===== src/rtl/flippy_pkg.sv =====
// flippy_pkg: lane state type, blank row, LFSR seed and taps shared by the letter scheduler
package flippy_pkg;
    typedef enum logic {IDLE, FALL} lane_state_t;
    localparam logic [4:0] BLANK_Y = 5'd31;
    localparam logic [7:0] LFSR_SEED = 8'hA5;
    localparam logic [7:0] LFSR_TAPS = 8'hB8;
    function automatic logic [7:0] lfsr_next(input logic [7:0] s);
        return {s[6:0], ^(s & LFSR_TAPS)};
    endfunction
endpackage


===== src/rtl/letter_scheduler_lfsr8.sv =====
// lfsr8: seedable 8-bit Fibonacci LFSR that steps only when advance is high
module lfsr8 import flippy_pkg::*; #(
    parameter logic [7:0] SEED = LFSR_SEED
) (
    input  logic       clock,
    input  logic       reset_n,
    input  logic       advance,
    output logic [7:0] state
);
    always_ff @(posedge clock or negedge reset_n)
        if (!reset_n) state <= SEED;
        else if (advance) state <= lfsr_next(state);
endmodule


===== src/rtl/letter_scheduler.sv =====
// letter_scheduler: spawns, advances and scores three falling-letter lanes for the renderer
module letter_scheduler import flippy_pkg::*; #(
    parameter int TICK_DIV    = 5000000,
    parameter int SPAWN_GAP   = 8,
    parameter int BOTTOM_ROW  = 21,
    parameter int START_LIVES = 3
) (
    input  logic       clock,
    input  logic       reset_n,
    input  logic       enable,
    input  logic [7:0] guess,
    input  logic       guess_valid,
    output logic [7:0] letter1,
    output logic [7:0] letter2,
    output logic [7:0] letter3,
    output logic [4:0] ypos1,
    output logic [4:0] ypos2,
    output logic [4:0] ypos3,
    output logic [7:0] score,
    output logic [1:0] lives,
    output logic       game_over
);
    localparam int TW = TICK_DIV > 1 ? $clog2(TICK_DIV) : 1;
    localparam int SW = SPAWN_GAP > 1 ? $clog2(SPAWN_GAP) : 1;
    lane_state_t   st_q [3], st_d [3];
    logic [4:0]    y_q [3], y_d [3];
    logic [7:0]    ltr_q [3], ltr_d [3];
    logic [TW-1:0] tick_q, tick_d;
    logic [SW-1:0] gap_q, gap_d;
    logic [7:0]    score_q, score_d, rnd;
    logic [1:0]    lives_q, lives_d, nmiss;
    logic          over_q, over_d, run, tick, spawn_ok, adv;
    logic [2:0]    idle, match, hit, miss, sp;

    lfsr8 u_lfsr (.clock(clock), .reset_n(reset_n), .advance(adv), .state(rnd));

    always_ff @(posedge clock or negedge reset_n)
        if (!reset_n) begin
            for (int i = 0; i < 3; i++) begin
                st_q[i]  <= IDLE;
                y_q[i]   <= BLANK_Y;
                ltr_q[i] <= '0;
            end
            tick_q  <= '0;
            gap_q   <= SW'(SPAWN_GAP - 1);
            score_q <= '0;
            lives_q <= 2'(START_LIVES);
            over_q  <= 1'b0;
        end else begin
            st_q    <= st_d;
            y_q     <= y_d;
            ltr_q   <= ltr_d;
            tick_q  <= tick_d;
            gap_q   <= gap_d;
            score_q <= score_d;
            lives_q <= lives_d;
            over_q  <= over_d;
        end

    always_comb begin
        run = enable && !over_q;
        tick = run && tick_q == TW'(TICK_DIV - 1);
        tick_d = !run ? tick_q : tick ? '0 : tick_q + 1'b1;
        gap_d = !tick ? gap_q : gap_q == SW'(SPAWN_GAP - 1) ? '0 : gap_q + 1'b1;
        for (int i = 0; i < 3; i++) begin
            idle[i]  = st_q[i] == IDLE;
            match[i] = guess_valid && !over_q && st_q[i] == FALL && ltr_q[i] == guess;
        end
        // lowest-index winners: isolate the least significant set bit
        hit = match & (~match + 3'd1);
        spawn_ok = tick && gap_q == SW'(SPAWN_GAP - 1) && |idle;
        sp = spawn_ok ? idle & (~idle + 3'd1) : 3'd0;
        for (int i = 0; i < 3; i++)
            miss[i] = tick && st_q[i] == FALL && y_q[i] == 5'(BOTTOM_ROW) && !hit[i];
        nmiss = 2'(miss[0]) + 2'(miss[1]) + 2'(miss[2]);
        lives_d = lives_q > nmiss ? lives_q - nmiss : 2'd0;
        over_d = over_q || lives_d == 2'd0;
        score_d = (|hit && score_q != 8'hFF) ? score_q + 8'd1 : score_q;
        adv = |sp && !over_d;
        for (int i = 0; i < 3; i++) begin
            st_d[i]  = st_q[i];
            y_d[i]   = y_q[i];
            ltr_d[i] = ltr_q[i];
            if (over_d || hit[i] || miss[i]) begin
                st_d[i] = IDLE;
                y_d[i]  = BLANK_Y;
            end else if (sp[i]) begin
                st_d[i]  = FALL;
                y_d[i]   = 5'd0;
                ltr_d[i] = rnd;
            end else if (tick && st_q[i] == FALL) begin
                y_d[i] = y_q[i] + 5'd1;
            end
        end
    end

    always_comb begin
        letter1   = ltr_q[0];
        letter2   = ltr_q[1];
        letter3   = ltr_q[2];
        ypos1     = y_q[0];
        ypos2     = y_q[1];
        ypos3     = y_q[2];
        score     = score_q;
        lives     = lives_q;
        game_over = over_q;
    end
endmodule


===== config.mk =====
export PLATFORM = sky130hd
export DESIGN_NAME = letter_scheduler
export DESIGN_NICKNAME = d
export VERILOG_FILES = /design/src/rtl/flippy_pkg.sv /design/src/rtl/letter_scheduler_lfsr8.sv /design/src/rtl/letter_scheduler.sv
export SDC_FILE = /design/constraint.sdc
export NUM_CORES = 1
export LEC_CHECK = 0
export ABC_AREA = 1
export BUFFER_PORTS_ARGS = -buffer_cell sky130_fd_sc_hd__buf_2
export CORE_MARGIN = 2
export CORE_UTILIZATION = 25
export DETAILED_ROUTE_END_ITERATION = 8
export GPL_ROUTABILITY_DRIVEN = 1
export HOLD_SLACK_MARGIN = 0.02
export SYNTH_ARGS = -nofsm -noshare
export SYNTH_HDL_FRONTEND = slang
export SYNTH_SLANG_ARGS = --single-unit

===== constraint.sdc =====
create_clock -name clock -period 5.3 [get_ports clock]
set_input_delay 1.59 -clock clock [delete_from_list [all_inputs] [get_ports clock]]
set_output_delay 1.59 -clock clock [all_outputs]
set_load 0.01 [all_outputs]

======== Word-level counts from Yosys, hierarchy flattened ========
Cells that the tools add are included.
word-level totals
  word-level logic and storage cells ...... 113
  input bits .............................. 12
  flip-flop bits (word level) ............. 87
  output and inout port bits .............. 50
operators by class
  reduce and logical (&&, ||, !) cells .... 48
  bitwise logic cells ..................... 10
  equality and inequality tests ........... 9
  add/sub/neg operators ................... 11
  order comparisons ....................... 1
  mux-type cells .......................... 19
operators by type and width
  cell                                                              count
  5-bit two-way mux                                                 9
  8-bit == test                                                     3
  23-bit by 1-bit adder with 23-bit output (second input constant)  1
  23-bit == test (second input constant)                            1
  23-bit two-way mux                                                1
  1-bit logical AND                                                 22
  5-bit by 1-bit adder with 5-bit output (second input constant)    3
  5-bit == test (second input constant)                             3
  3-bit by 1-bit adder with 3-bit output (second input constant)    3
  3-bit nonzero test                                                3
  3-bit OR reduction                                                3
  8-bit by 1-bit adder with 8-bit output (second input constant)    1
  8-bit != test (second input constant)                             1
  8-bit parity                                                      1
  1-bit logical OR                                                  7
  3-bit bitwise AND                                                 2
  1-bit two-way mux                                                 6
  3-bit two-way mux                                                 2
  1-bit inverter                                                    6
  3-bit inverter                                                    2
  2-bit AND reduction                                               3
  2-bit nonzero test                                                3
  1-bit logical NOT                                                 5
  3-bit == test (second input constant)                             1
  other kinds (6)                                                   6

======== Longest topological paths before layout ========
Gate-level depths: netlist (run 1).
  depth after elaboration ................. 19
  gate-level depth with buffers ........... 23
  mapped depth without buffers ............ 22

======== Cells and area by module ========
From an unflattened synthesis (run 1), not the netlist that was laid out.
unflattened totals
  cells, all modules ...................... 700
  area total of the unflattened synthesis .. 5256.3 um^2
modules (own cells, without submodules)
  module            times used  cells an instance  seq. area each (um^2)  area each (um^2)
  letter_scheduler  1           654                2001.9                 4885.9
  lfsr8             1           46                 205.2                  370.4

======== Worst setup path before layout (run 1) ========
Ideal clock, no wire load.
  kind .................................... input -> register
  start ................................... in enable
  end ..................................... reg y_q, in the netlist ypos1[2]
  arrival ................................. 4.628 ns
  stages on the path ...................... 20
  library setup time ...................... 0.062 ns
  required time ........................... 5.238 ns
  path buffers ............................ 1
  path slack .............................. 0.610 ns
  path through ............................ nand2_1 nor2_2 nand2_2 inv_2 nand3_4 nor2_4 nand2_1 a21oi_1 fa_1 ha_1 fa_1 a21o_1 nor2_1 nor2_1 nor2_2 nand2_1 nor2_4 buf_2 nand3_1 nand2_1
on the way
  longest elaborated chain between the ends .. 14
  elaborated cells between the ends (all ways) .. 26
  classes of those cells .................. add/sub: 3; order compare: 1; mux: 4; reduce/logical: 18
ends and longest elaborated chain
  element                                                                          RTL line                source
  start: declaration                                                               letter_scheduler.sv:10  input logic enable,
  1-bit logical AND (*)                                                            letter_scheduler.sv:61  run = enable && !over_q;
  1-bit logical AND (*)                                                            letter_scheduler.sv:62  tick = run && tick_q == TW'(TICK_DIV - 1);
  1-bit logical AND (3 in series)                                                  letter_scheduler.sv:74  miss[i] = tick && st_q[i] == FALL && y_q[i] == 5'(BOTTOM_ROW) && !hit[i];
  1-bit by 1-bit adder with 2-bit output                                           letter_scheduler.sv:75  nmiss = 2'(miss[0]) + 2'(miss[1]) + 2'(miss[2]);
  2-bit by 1-bit adder with 2-bit output (*)                                       letter_scheduler.sv:75
  2-bit subtractor / 2-bit greater-than comparator (equally long branches)         letter_scheduler.sv:76  lives_d = lives_q > nmiss ? lives_q - nmiss : 2'd0;
  2-bit two-way mux (*)                                                            letter_scheduler.sv:76
  via lives_d[1]                                                                   letter_scheduler.sv:31  logic [1:0] lives_q, lives_d, nmiss;
  2-bit logical NOT (*)                                                            letter_scheduler.sv:77  over_d = over_q || lives_d == 2'd0;
  1-bit logical OR (*)                                                             letter_scheduler.sv:77
  1-bit logical OR (*) (2 in series)                                               letter_scheduler.sv:84  if (over_d || hit[i] || miss[i]) begin
  3-bit nonzero test (no source line) / 5-bit two-way mux (equally long branches)  -
  end signal: assignment                                                           letter_scheduler.sv:51  y_q <= y_d;
  end: declaration                                                                 letter_scheduler.sv:26  logic [4:0] y_q [3], y_d [3];
Mark *: on every way through the listed nets, which the timed path passes. The rest lies on a longest branch.
A chain may end at the register's enable or synchronous reset.

======== Worst setup path in the final report (run 1) ========
  start ................................... in guess[3]
  end ..................................... reg u_lfsr.state[4]
on the way
  longest elaborated chain between the ends .. 15
  elaborated cells between the ends (all ways) .. 24
  classes of those cells .................. add/sub: 4; order compare: 1; eq/ne: 3; mux: 1; bitwise: 2; reduce/logical: 13
ends and longest elaborated chain
  element                                                                   RTL line                      source
  start: declaration                                                        letter_scheduler.sv:11        input logic [7:0] guess,
  8-bit == test                                                             letter_scheduler.sv:67        match[i] = guess_valid && !over_q && st_q[i] == FALL && ltr_q[i] == guess;
  1-bit logical AND                                                         letter_scheduler.sv:67
  3-bit inverter                                                            letter_scheduler.sv:70        hit = match & (~match + 3'd1);
  3-bit by 1-bit adder with 3-bit output                                    letter_scheduler.sv:70
  3-bit bitwise AND (*)                                                     letter_scheduler.sv:70
  1-bit logical NOT                                                         letter_scheduler.sv:74
  1-bit logical AND                                                         letter_scheduler.sv:74
  1-bit by 1-bit adder with 2-bit output                                    letter_scheduler.sv:75
  2-bit by 1-bit adder with 2-bit output (*)                                letter_scheduler.sv:75
  2-bit subtractor / 2-bit greater-than comparator (equally long branches)  letter_scheduler.sv:76
  2-bit two-way mux (*)                                                     letter_scheduler.sv:76
  via lives_d[1]                                                            letter_scheduler.sv:31
  2-bit logical NOT (*)                                                     letter_scheduler.sv:77
  1-bit logical OR (*)                                                      letter_scheduler.sv:77
  1-bit logical NOT (*)                                                     letter_scheduler.sv:79        adv = |sp && !over_d;
  1-bit logical AND (*)                                                     letter_scheduler.sv:79
  end signal: assignment                                                    letter_scheduler_lfsr8.sv:12  else if (advance) state <= lfsr_next(state);
  end: declaration                                                          letter_scheduler_lfsr8.sv:8   output logic [7:0] state
Marked as above.

==> results.ini, run 1 <==
[timing]
rsz0062_at_grt = false
fmaxAchievable_mhz = 205
clock_skew_ns = 0.0101
period_needed_ns = 4.87
slew_headroom_pct = 37.3
timing.final.hold_violations = 0
fin_crit_sh_pct = 91.9
worstMarginPinSlew_ns = 0.941
finalSetupViolCount = 0
final.setup.tns_ns = 0
slew_violations = 0

[power_and_ir_drop]
power.density_mw_per_mm2 = 258
power_leakage_uw = 0.00329
vdd_drop_max_mv = 0.136

[synthesis]
synthArstFlopShare_pct = 100
avgSynthCellArea_sq_um = 7.27
yosysWarnings = 0
ys_types = 37
synth_cells = 714
ys_dominant_reg_cell = dfrtp_1
netlist.area_leader.share_pct = 30.4
synth-edff-count = 0
syn_nets = 740
yosysSeqAreaShare_pct = 42.5
yosys-top-cells-area = dfrtp_1 (30%), nand2_1 (19%), dfstp_2 (12%)
syn_area_sq_mm = 0.00519
ys_ff_latch = 87
yosys.area.top_type = dfrtp_1

[drt]
via_per_inst = 4.43
avgRoutedWirePerCell_um = 13.0
drt-total-wl_mm = 13.8
vias = 4727
drt-initial-drc-count = 375
drcViolationCount = 0
dr.pass1.iters = 5
antenna_left = 0

[worst_hold_path]
hp-class = register to register

[die]
fp.dieW_um = 148
core_area_sq_mm = 0.0203
io_pins = 62
start_util_pct = 25.6
die_h_um = 148
num_rows = 52
die_area_sq_mm = 0.0219

[clock_tree]
clockBufferDepth = 2
cts_resized = 0
clk_pin_slew_ns = 0.07
cts_hold_buf = 0
postCtsSetupBuffers = 0
insertion_delay_ns = 0.35
cts_tree = built
cts_sinks = 87
root_buffer = clkbuf_16
numCtsBuffers = 9
htreeDepth = 3

[cells_and_area]
design_area_sq_mm = 0.00618
nNetsFinal = 816
regArea_sq_mm = 0.00221
multi_input_area_sq_mm = 0.00259
drive_gt1_share_pct = 17.7
final_cells = 1066
fill_cells = 2238
area_growth_pct = 19.1

[global_routing]
busiest_layer = met2
met2_usage_pct = 20.6
grt_antenna_before_repair = 1
grt_usage_pct = 13.2
grt_overflow = 0
grt_pass1_vias = 4541
met1_usage_pct = 18.2
met3_usage_pct = 3.07
grt_pass1_wl_mm = 23.3
grt_max_degree = 74

[flow_run]
max_cap_viol_count = 0

[setup_path]
arrival_ns = 5.16
critPathKind = input port to register
cp-end-kind = register
cp.required_ns = 5.59
startpoint_type = input port
cp_max_fo = 10

[placed_design]
dp_hpwl_mm = 10.6
placedCellCount = 1049
io_buffers = 61
placed_area_sq_mm = 0.00587
globalplace.congestion = 0.869

[run_status]
status = finished, final reports clean

-- power by group --
part | internal (uW) | leakage, uW | switching, uW | total, uW
Combinational | 65.2 | 0.00208 | 112 | 177
Clock | 386 | 0.000152 | 285 | 670
Sequential | 709 | 0.00105 | 41.5 | 751
Total | 1160 | 0.00329 | 438 | 1600
-- critical path: stages --
cell and delay, ns:
buf_2 0.13, inv_2 0.06, nand2_1 0.07, nand2_1 0.05, nor2_1 0.17, nand2_1 0.09
nor2_1 0.10, nand2_1 0.14, nand3_1 0.16, nand3_1 0.08, inv_1 0.07, fa_1 0.41
ha_1 0.21, fa_1 0.35, a21o_1 0.18, nor2_1 0.14, nor2_1 0.08, nor2_2 0.19
buf_4 0.17, nand3_1 0.33, inv_2 0.24, nand2_1 0.07, nand2_1 0.06
-- through the flow --
step	total power [uW]	hold slack, ns	setup WS, ns	utilization (%)
final	1600	0.473	0.430	30.5
after global routing	1680	0.514	0.0604	30.5
after CTS	1620	0.477	0.467	30.5
after detailed placement	940	0.467	0.108	28.9
after global placement	941	0.457	0.184	28.9
after floorplan	876	0.449	0.610	-
-- cells in the final DEF, fill, tap and decap left out, drive strengths merged --
master    count
nand2       263
bufinv        1
nand3b        1
a2bb2oi       1
clkinvlp      1
o211ai        1
buf          68
xor2         17
a21oi        18
nor2         79
ha           12
o21ai        11
clkinv        2
fa            2
a211oi        4
xnor2        12
dfrtp        63
nand3        65
inv          99
nand4        16
o21bai        1
nor4          3
or2           3
diode         1
o21a          3
a31oi         2
and2          1
dfstp        24
nor3         10
a21o          2
clkbuf       10
-- logic make-up after synthesis --
family,after synthesis,share of synthesized area [%]
AOI/OAI and AO/OA,43,4.80
and+or+nand+nor,441,36.6
adders and majority gates,14,3.66
xor gates and xnor gates,29,4.89
DFF,87,42.5
buffers and inverters,100,7.52
-- path summary, 6_finish.rpt --
kind,slack [ns],cells past startpoint,end,from
setup / recovery,0.43,23,u_lfsr.state[4],guess[3]
hold / removal,0.47,2,gap_q[1],gap_q[1]
setup reg to reg,1.22,21,u_lfsr.state[4],tick_q[1]
hold reg to reg,0.47,2,gap_q[1],gap_q[1]
max in group asynchronous,3.07,2,gap_q[1],reset_n
min in group asynchronous,1.37,1,tick_q[2],reset_n
-- cell type report --
type | instances | area share [%]
Sequential cell | 87 | 35.7
Multi-Input combinational cell | 527 | 41.9
Timing Repair Buffer | 68 | 5.83
Clock inverter | 6 | 1.21
Inverter | 97 | 5.97
Tap cell | 270 | 5.46
Clock buffer | 10 | 3.86
Antenna cell | 1 | 0.0405
-- synthesized netlist by cell type (12+ instances only) --
cell type	instances
dfrtp_1	63
xor2_1	17
a21oi_1	18
nand4_1	16
xnor2_1	12
inv_2	12
dfstp_2	24
inv_1	84
nor2_1	68
nand2_1	259
ha_1	12
nand3_1	62
-- layer usage --
metal / part of all wire (%) / up-vias
li1: - / 2400
met1: 49 / 2195
met2: 45 / 113
met3: 4.8 / 19
met4: 2.0 / 0
met5: 0 / -
-- sequential cells by signal, indices dropped and copies added, names as in the netlist --
register and cells:
lives 2, tick_q 23, u_lfsr.state 8, ypos1 5
game_over 1, letter3 8, letter1 8, ypos2 5
score 8, ypos3 5, gap_q 3, letter2 8
st_q 3
Note: power is estimated with default switching activity, not from simulation.
==> run 2, diff against run 1 <==
Settings changed: PLACE_DENSITY set to 0.38.
==> results.ini, run 2 (same netlist as run 1, synthesis figures left out) <==
[run_status]
status = finished, final reports clean  ; unchanged

[setup_path]
critPathTopFamily = simple AND/OR/NAND/NOR gates  ; unchanged
critPathKind = input port to register  ; unchanged
ff2ff_path_depth = 20  ; was 21
cp-end-kind = register  ; unchanged
crit_cells = 20  ; was 23
startpoint_type = input port  ; unchanged
cp.required_ns = 5.53  ; was 5.59 ns
arrival_ns = 4.97  ; was 5.16 ns
critPathBufInv = 3  ; was 5
ff2ff_setup_slack_ns = 1.27  ; was 1.22 ns
slowest_delay_ns = 0.42  ; was 0.41 ns
slowest_stage = fa_1  ; unchanged
crit_chain = buf_2 -> nand2_1 -> nor2_2 -> nand2_2 -> inv_2 -> nand3_4 -> nor2_4 -> nand2_1 -> a21oi_1 -> fa_1 -> ha_1 -> fa_1 -> a21o_1 -> nor2_1 -> nor2_1 -> nor2_2 -> buf_4 -> nand4_1 -> nand2_1 -> nand2_1  ; was buf_2 -> inv_2 -> nand2_1 -> nand2_1 -> nor2_1 -> nand2_1 -> nor2_1 -> nand2_1 -> nand3_1 -> nand3_1 -> inv_1 -> fa_1 -> ha_1 -> fa_1 -> a21o_1 -> nor2_1 -> nor2_1 -> nor2_2 -> buf_4 -> nand3_1 -> inv_2 -> nand2_1 -> nand2_1
cp_max_fo = 8  ; was 10
cp_common_cell = nand2_1  ; unchanged

[cells_and_area]
regMostFlops = tick_q  ; unchanged
diodes = 0  ; was 1
drive_gt1_share_pct = 18.0  ; was 17.7%
nNetsFinal = 820  ; was 816
largest_register_ffs = 23  ; unchanged
area_growth_pct = 19.4  ; was 19.1%
layout_commonest_cell = nand2_1  ; unchanged
fill_cells = 2268  ; was 2,238
layout_common_cells = nand2_1 (259), inv_1 (84), nor2_1 (68), dfrtp_1 (63), nand3_1 (62)  ; unchanged

[timing]
slew_headroom_pct = 46.0  ; was 37.3%
finalSetupViolCount = 0  ; unchanged
worstMarginPinSlew_ns = 0.810  ; was 0.941 ns
clock_skew_ns = 0.00737  ; was 0.0101 ns
finalWorstSetupSlack_ns = 0.560  ; was 0.430 ns
timing.final.hold_violations = 0  ; unchanged
fmaxAchievable_mhz = 211  ; was 205 MHz
final.setup.tns_ns = 0  ; unchanged
period_needed_ns = 4.74  ; was 4.87 ns
rsz0062_at_grt = false  ; unchanged
fin_crit_sh_pct = 89.4  ; was 91.9%
slew_violations = 0  ; unchanged

[placed_design]
io_buffers = 61  ; unchanged
globalplace.congestion = 0.846  ; was 0.869
dp_hpwl_mm = 11.9  ; was 10.6 mm
dp_slack_ns = 0.171  ; was 0.108 ns

[die]
core_area_sq_mm = 0.0203  ; unchanged
fp.dieW_um = 148  ; unchanged
die_area_sq_mm = 0.0219  ; unchanged
io_pins = 62  ; unchanged
die_h_um = 148  ; unchanged
num_rows = 52  ; unchanged
start_util_pct = 25.6  ; unchanged

[global_routing]
grt_overflow = 0  ; unchanged
grt_pass1_vias = 4567  ; was 4,541
grt_antenna_before_repair = 0  ; was 1
grt_pass1_wl_mm = 24.6  ; was 23.3 mm
grt_usage_pct = 14.2  ; was 13.2%
grt_max_degree = 62  ; was 74

[drt]
vias = 4713  ; was 4,727
drcViolationCount = 0  ; unchanged
drt-initial-drc-count = 313  ; was 375
via_per_inst = 4.41  ; was 4.43
dr.pass1.iters = 5  ; unchanged
avgRoutedWirePerCell_um = 14.0  ; was 13.0 um
drt-total-wl_mm = 15.0  ; was 13.8 mm
antenna_left = 0  ; unchanged

[clock_tree]
cts_resized = 0  ; unchanged
cts_sinks = 87  ; unchanged
insertion_delay_ns = 0.34  ; was 0.35 ns
cts_tree = built  ; unchanged
root_buffer = clkbuf_16  ; unchanged
clockBufferDepth = 2  ; unchanged
postCtsSetupBuffers = 0  ; unchanged
clk_pin_slew_ns = 0.07  ; about the same
numCtsBuffers = 9  ; unchanged
htreeDepth = 3  ; unchanged
cts_hold_buf = 0  ; unchanged

[worst_hold_path]
hp-class = register to register  ; unchanged
hold_depth = 2  ; unchanged

[power_and_ir_drop]
power.density_mw_per_mm2 = 254  ; was 258 mW/mm^2
vdd_drop_max_mv = 0.113  ; was 0.136 mV
power_leakage_uw = 0.00330  ; was 0.00329 uW

[flow_run]
max_cap_viol_count = 0  ; unchanged

[run 2: cell count changes in the layout (fill, tap and decap cells not counted)]
cell and delta:
buf_4 +4, clkbuf_1 +1, clkinv_2 +2, clkinv_4 +1
clkinvlp_4 -1, diode_2 -1, inv_6 -2, inv_8 -1
[run 2: per-layer routing]
layer | vias up | wire, um | global-route usage (%)
met3 | 13 | 335 | 1.99
met1 | 2224 | 7520 | 19.9
met2 | 62 | 6900 | 22.6
met4 | 0 | 238 | 4.76
li1 | 2414 | - | -
met5 | - | 0 | 0
[run 2: layout make-up]
type	instances	area, sq um	share of cell area [%]
multi-input cells	527	2590	41.8
flip-flops and latches	87	2210	35.6
repair buffers	72	390	6.30
inverters	97	369	5.95
well taps	270	338	5.45
clock buffers	11	243	3.92
clock inverters	5	57.6	0.929
[run 2: path summary, 6_finish.rpt]
path,end,start
worst max-delay path,letter2[2],enable
worst min-delay path,gap_q[2],gap_q[2]
worst max register to register,letter2[2],tick_q[1]
worst min register to register,gap_q[2],gap_q[2]
max in group asynchronous,u_lfsr.state[7],reset_n
min in group asynchronous,tick_q[0],reset_n
[run 2: where the power goes]
part           total (uW)  switching [uW]  leakage, uW  internal, uW
Clock                 649             271     0.000149           379
Sequential            751            42.1      0.00105           709
Combinational         175             110      0.00210          64.9
Total                1580             423      0.00330          1150
[run 2: through the flow]
stage / utilization (%) / instance area (sq um) / cells / hold slack (ns) / total power (uW)
after detailed placement: 29.1 / 5900 / 1053 / 0.464 / 940
final: 30.5 / 6200 / 1069 / 0.475 / 1580
after CTS: 30.5 / 6200 / 1069 / 0.475 / 1600
after global placement: 29.1 / 5900 / 1053 / 0.464 / 940
after floorplan: - / 5190 / 714 / 0.449 / 876
after global routing: 30.5 / 6200 / 1069 / 0.486 / 1660
[run 2: worst reg2reg max path: cells and delay by family (launching register included)]
family	cells	cell delay (ns)
AO/OA/AOI/OAI	2	0.38
AND/OR/NAND/NOR	12	1.74
buffers and inverters	2	0.25
adder cells (fa/ha/maj)	4	1.19
flip-flops	1	0.38
==> run 3, diff against run 2 <==
Settings changed: ABC_AREA 1 to unset, BUFFER_PORTS_ARGS -buffer_cell sky130_fd_sc_hd__buf_2 to unset, CORE_UTILIZATION 25 to 32, DONT_BUFFER_PORTS set to 1, PLACE_DENSITY 0.38 to 0.43.
==> results.ini, run 3 <==
[synthesis]
ys_types = 52  ; was 37
synth.most_common_cell = dfrtp_1  ; was nand2_1
netlist.area_leader.share_pct = 35.1  ; was 30.4%
yosysSeqAreaShare_pct = 49.1  ; was 42.5%
ys_ff_latch = 87  ; unchanged
syn_area_sq_mm = 0.00450  ; was 0.00519 sq mm
yosys.area.top_type = dfrtp_1  ; unchanged
yosys-top-cells-area = dfrtp_1 (35%), dfstp_2 (14%), mux2_2 (9.0%)  ; was dfrtp_1 (30%), nand2_1 (19%), dfstp_2 (12%)
syn_nets = 432  ; was 740
synthTopCellsByCount = dfrtp_1 (63), mux2_2 (36), nand2_1 (31)  ; was nand2_1 (259), inv_1 (84), nor2_1 (68)
ys_dominant_reg_cell = dfrtp_1  ; unchanged
synth-edff-count = 0  ; unchanged
yosysWarnings = 0  ; unchanged
avgSynthCellArea_sq_um = 11.1  ; was 7.27 sq um
synthArstFlopShare_pct = 100  ; unchanged
synth_cells = 406  ; was 714

[run_status]
status = finished, final reports clean  ; unchanged

[timing]
worstMarginPinSlew_ns = 0.595  ; was 0.810 ns
clock_skew_ns = 0.00823  ; was 0.00737 ns
period_needed_ns = 4.86  ; was 4.74 ns
rsz0062_at_grt = false  ; unchanged
timing.final.hold_violations = 0  ; unchanged
final.setup.tns_ns = 0  ; unchanged
fin_crit_sh_pct = 91.6  ; was 89.4%
slew_headroom_pct = 60.1  ; was 46.0%
finalSetupViolCount = 0  ; unchanged
fmaxAchievable_mhz = 206  ; was 211 MHz
slew_violations = 0  ; unchanged

[global_routing]
grt_overflow = 0  ; unchanged
grt_max_degree = 88  ; was 62
grt_usage_pct = 14.9  ; was 14.2%
grt_pass1_wl_mm = 17.1  ; was 24.6 mm
grt_pass1_vias = 3164  ; was 4,567
grt_antenna_before_repair = 0  ; unchanged

[die]
die_h_um = 123  ; was 148 um
start_util_pct = 32.5  ; was 25.6%
io_pins = 62  ; unchanged
die_area_sq_mm = 0.0150  ; was 0.0219 sq mm
core_area_sq_mm = 0.0138  ; was 0.0203 sq mm
fp.dieW_um = 123  ; was 148 um
num_rows = 43  ; was 52

[drt]
avgRoutedWirePerCell_um = 17.3  ; was 14.0 um
vias = 3070  ; was 4,713
dr.pass1.iters = 6  ; was 5
via_per_inst = 5.11  ; was 4.41
drt-initial-drc-count = 137  ; was 313
drcViolationCount = 0  ; unchanged
antenna_left = 0  ; unchanged
drt-total-wl_mm = 10.4  ; was 15.0 mm

[setup_path]
crit_end = ypos2[4]  ; was letter2[2]
cp-end-kind = register  ; unchanged
cp_max_fo = 6  ; was 8
startpoint_type = input port  ; unchanged
crit_start = guess[7]  ; was enable
ff2ff_path_depth = 13  ; was 20
arrival_ns = 5.13  ; was 4.97 ns
cp.required_ns = 5.57  ; was 5.53 ns
r2r_start = tick_q[10]  ; was tick_q[1]
critPathKind = input port to register  ; unchanged
r2r-end = ypos2[4]  ; was letter2[2]
ff2ff_setup_slack_ns = 1.13  ; was 1.27 ns

[clock_tree]
htreeDepth = 3  ; unchanged
clk_pin_slew_ns = 0.06  ; was 0.07 ns
cts_tree = built  ; unchanged
clockBufferDepth = 2  ; unchanged
root_buffer = clkbuf_16  ; unchanged
postCtsSetupBuffers = 0  ; unchanged
cts_hold_buf = 0  ; unchanged
cts_resized = 0  ; unchanged
numCtsBuffers = 9  ; unchanged
insertion_delay_ns = 0.34  ; about the same
cts_sinks = 87  ; unchanged

[placed_design]
placed_area_sq_mm = 0.00476  ; was 0.00590 sq mm
dp_hpwl_mm = 7.49  ; was 11.9 mm
io_buffers = 0  ; was 61
globalplace.congestion = 0.752  ; was 0.846

[flow_run]
max_cap_viol_count = 0  ; unchanged

[cells_and_area]
design_area_sq_mm = 0.00504  ; was 0.00620 sq mm
diodes = 0  ; unchanged
drive_gt1_share_pct = 21.9  ; was 18.0%
largest_register_ffs = 23  ; unchanged
regMostFlops = tick_q  ; unchanged
area_growth_pct = 12.2  ; was 19.4%
nNetsFinal = 442  ; was 820
layout_commonest_cell = dfrtp_1  ; was nand2_1
layout_common_cells = dfrtp_1 (63), mux2_2 (36), nand2_1 (31), xor2_1 (25), nand3_1 (25)  ; was nand2_1 (259), inv_1 (84), nor2_1 (68), dfrtp_1 (63), nand3_1 (62)

[power_and_ir_drop]
vdd_drop_max_mv = 0.133  ; was 0.113 mV
power.density_mw_per_mm2 = 268  ; was 254 mW/mm^2
power_leakage_uw = 0.00232  ; was 0.00330 uW

[worst_hold_path]
hp-class = register to register  ; unchanged

## run 3: changes by cell type after synthesis, sizes merged, moves of 5 or more
cell	before	now
inv	96	11
clkbuf	0	7
nand3	65	27
nand2b	0	5
mux2	0	36
nor2b	0	10
xnor2	12	21
and3	0	10
xor2	17	25
nand2	263	31
a21oi	18	7
nor2	79	22
## run 3: critical path: stages
cell	delay, ns
xor2_1	0.16
nor4_1	0.37
nand3_1	0.22
nor2b_1	0.20
nor3_1	0.29
fa_1	0.45
ha_1	0.21
fa_1	0.44
a211oi_1	0.24
nor2_1	0.12
nor2_4	0.11
inv_1	0.06
or3_1	0.40
a221o_1	0.29
## run 3: where the power goes
group	switching, uW	internal [uW]	total [uW]
clock network	266	342	609
registers	20.8	684	705
logic	17.0	22.2	39.2
total	304	1050	1350
## run 3: cell type report
class                   count  area [sq um]
fillers                  1355          8780
multi-input cells         298          2220
flip-flops and latches     87          2210
clock buffers              11           253
well taps                 180           225
repair buffers              9          67.6
inverters                  11          41.3
clock inverters             5          32.5
## run 3: metrics by stage
stage | total power (uW) | setup slack (ns) | hold WS, ns | cells | util (%)
floorplan | 745 | 0.103 | 0.437 | 406 | -
global placement | 754 | 0.0651 | 0.444 | 585 | 34.4
detailed placement | 756 | 0.0806 | 0.450 | 585 | 34.4
CTS | 1380 | 0.453 | 0.460 | 601 | 36.5
global route | 1420 | 0.123 | 0.496 | 601 | 36.5
finish | 1350 | 0.445 | 0.456 | 601 | 36.5
## run 3: how the worst min path moves through the flow
stage                     endpoint      from  slack (ns)  depth (start not counted)
after floorplan           gap_q[1]  gap_q[1]        0.44                          2
after global placement    gap_q[2]  gap_q[2]        0.44                          2
after detailed placement  gap_q[1]  gap_q[1]        0.45                          2
after CTS                 gap_q[1]  gap_q[1]        0.46                          2
after global routing      gap_q[1]  gap_q[1]        0.50                          2
final                     gap_q[1]  gap_q[1]        0.46                          2
## run 3: layer usage
layer	global-route usage [%]	up-vias	share of wire, %
li1	-	1482	-
met1	20.1	1539	48
met2	23.0	36	46
met3	3.44	13	3.9
met4	6.61	0	2.0
met5	0	-	0
## run 3: logic make-up (layout without fill, tap and decap cells)
family | count (synthesis) | in the layout | synth area share (%)
AND/OR/NAND/NOR | 151 | 151 | 19.0
adder cells (fa/ha/maj) | 14 | 14 | 4.23
flip-flops | 87 | 87 | 49.1
AO/OA/AOI/OAI | 50 | 50 | 7.54
XOR/XNOR | 46 | 46 | 8.96
buffers and inverters | 21 | 36 | 1.89
multiplexers | 37 | 37 | 9.24
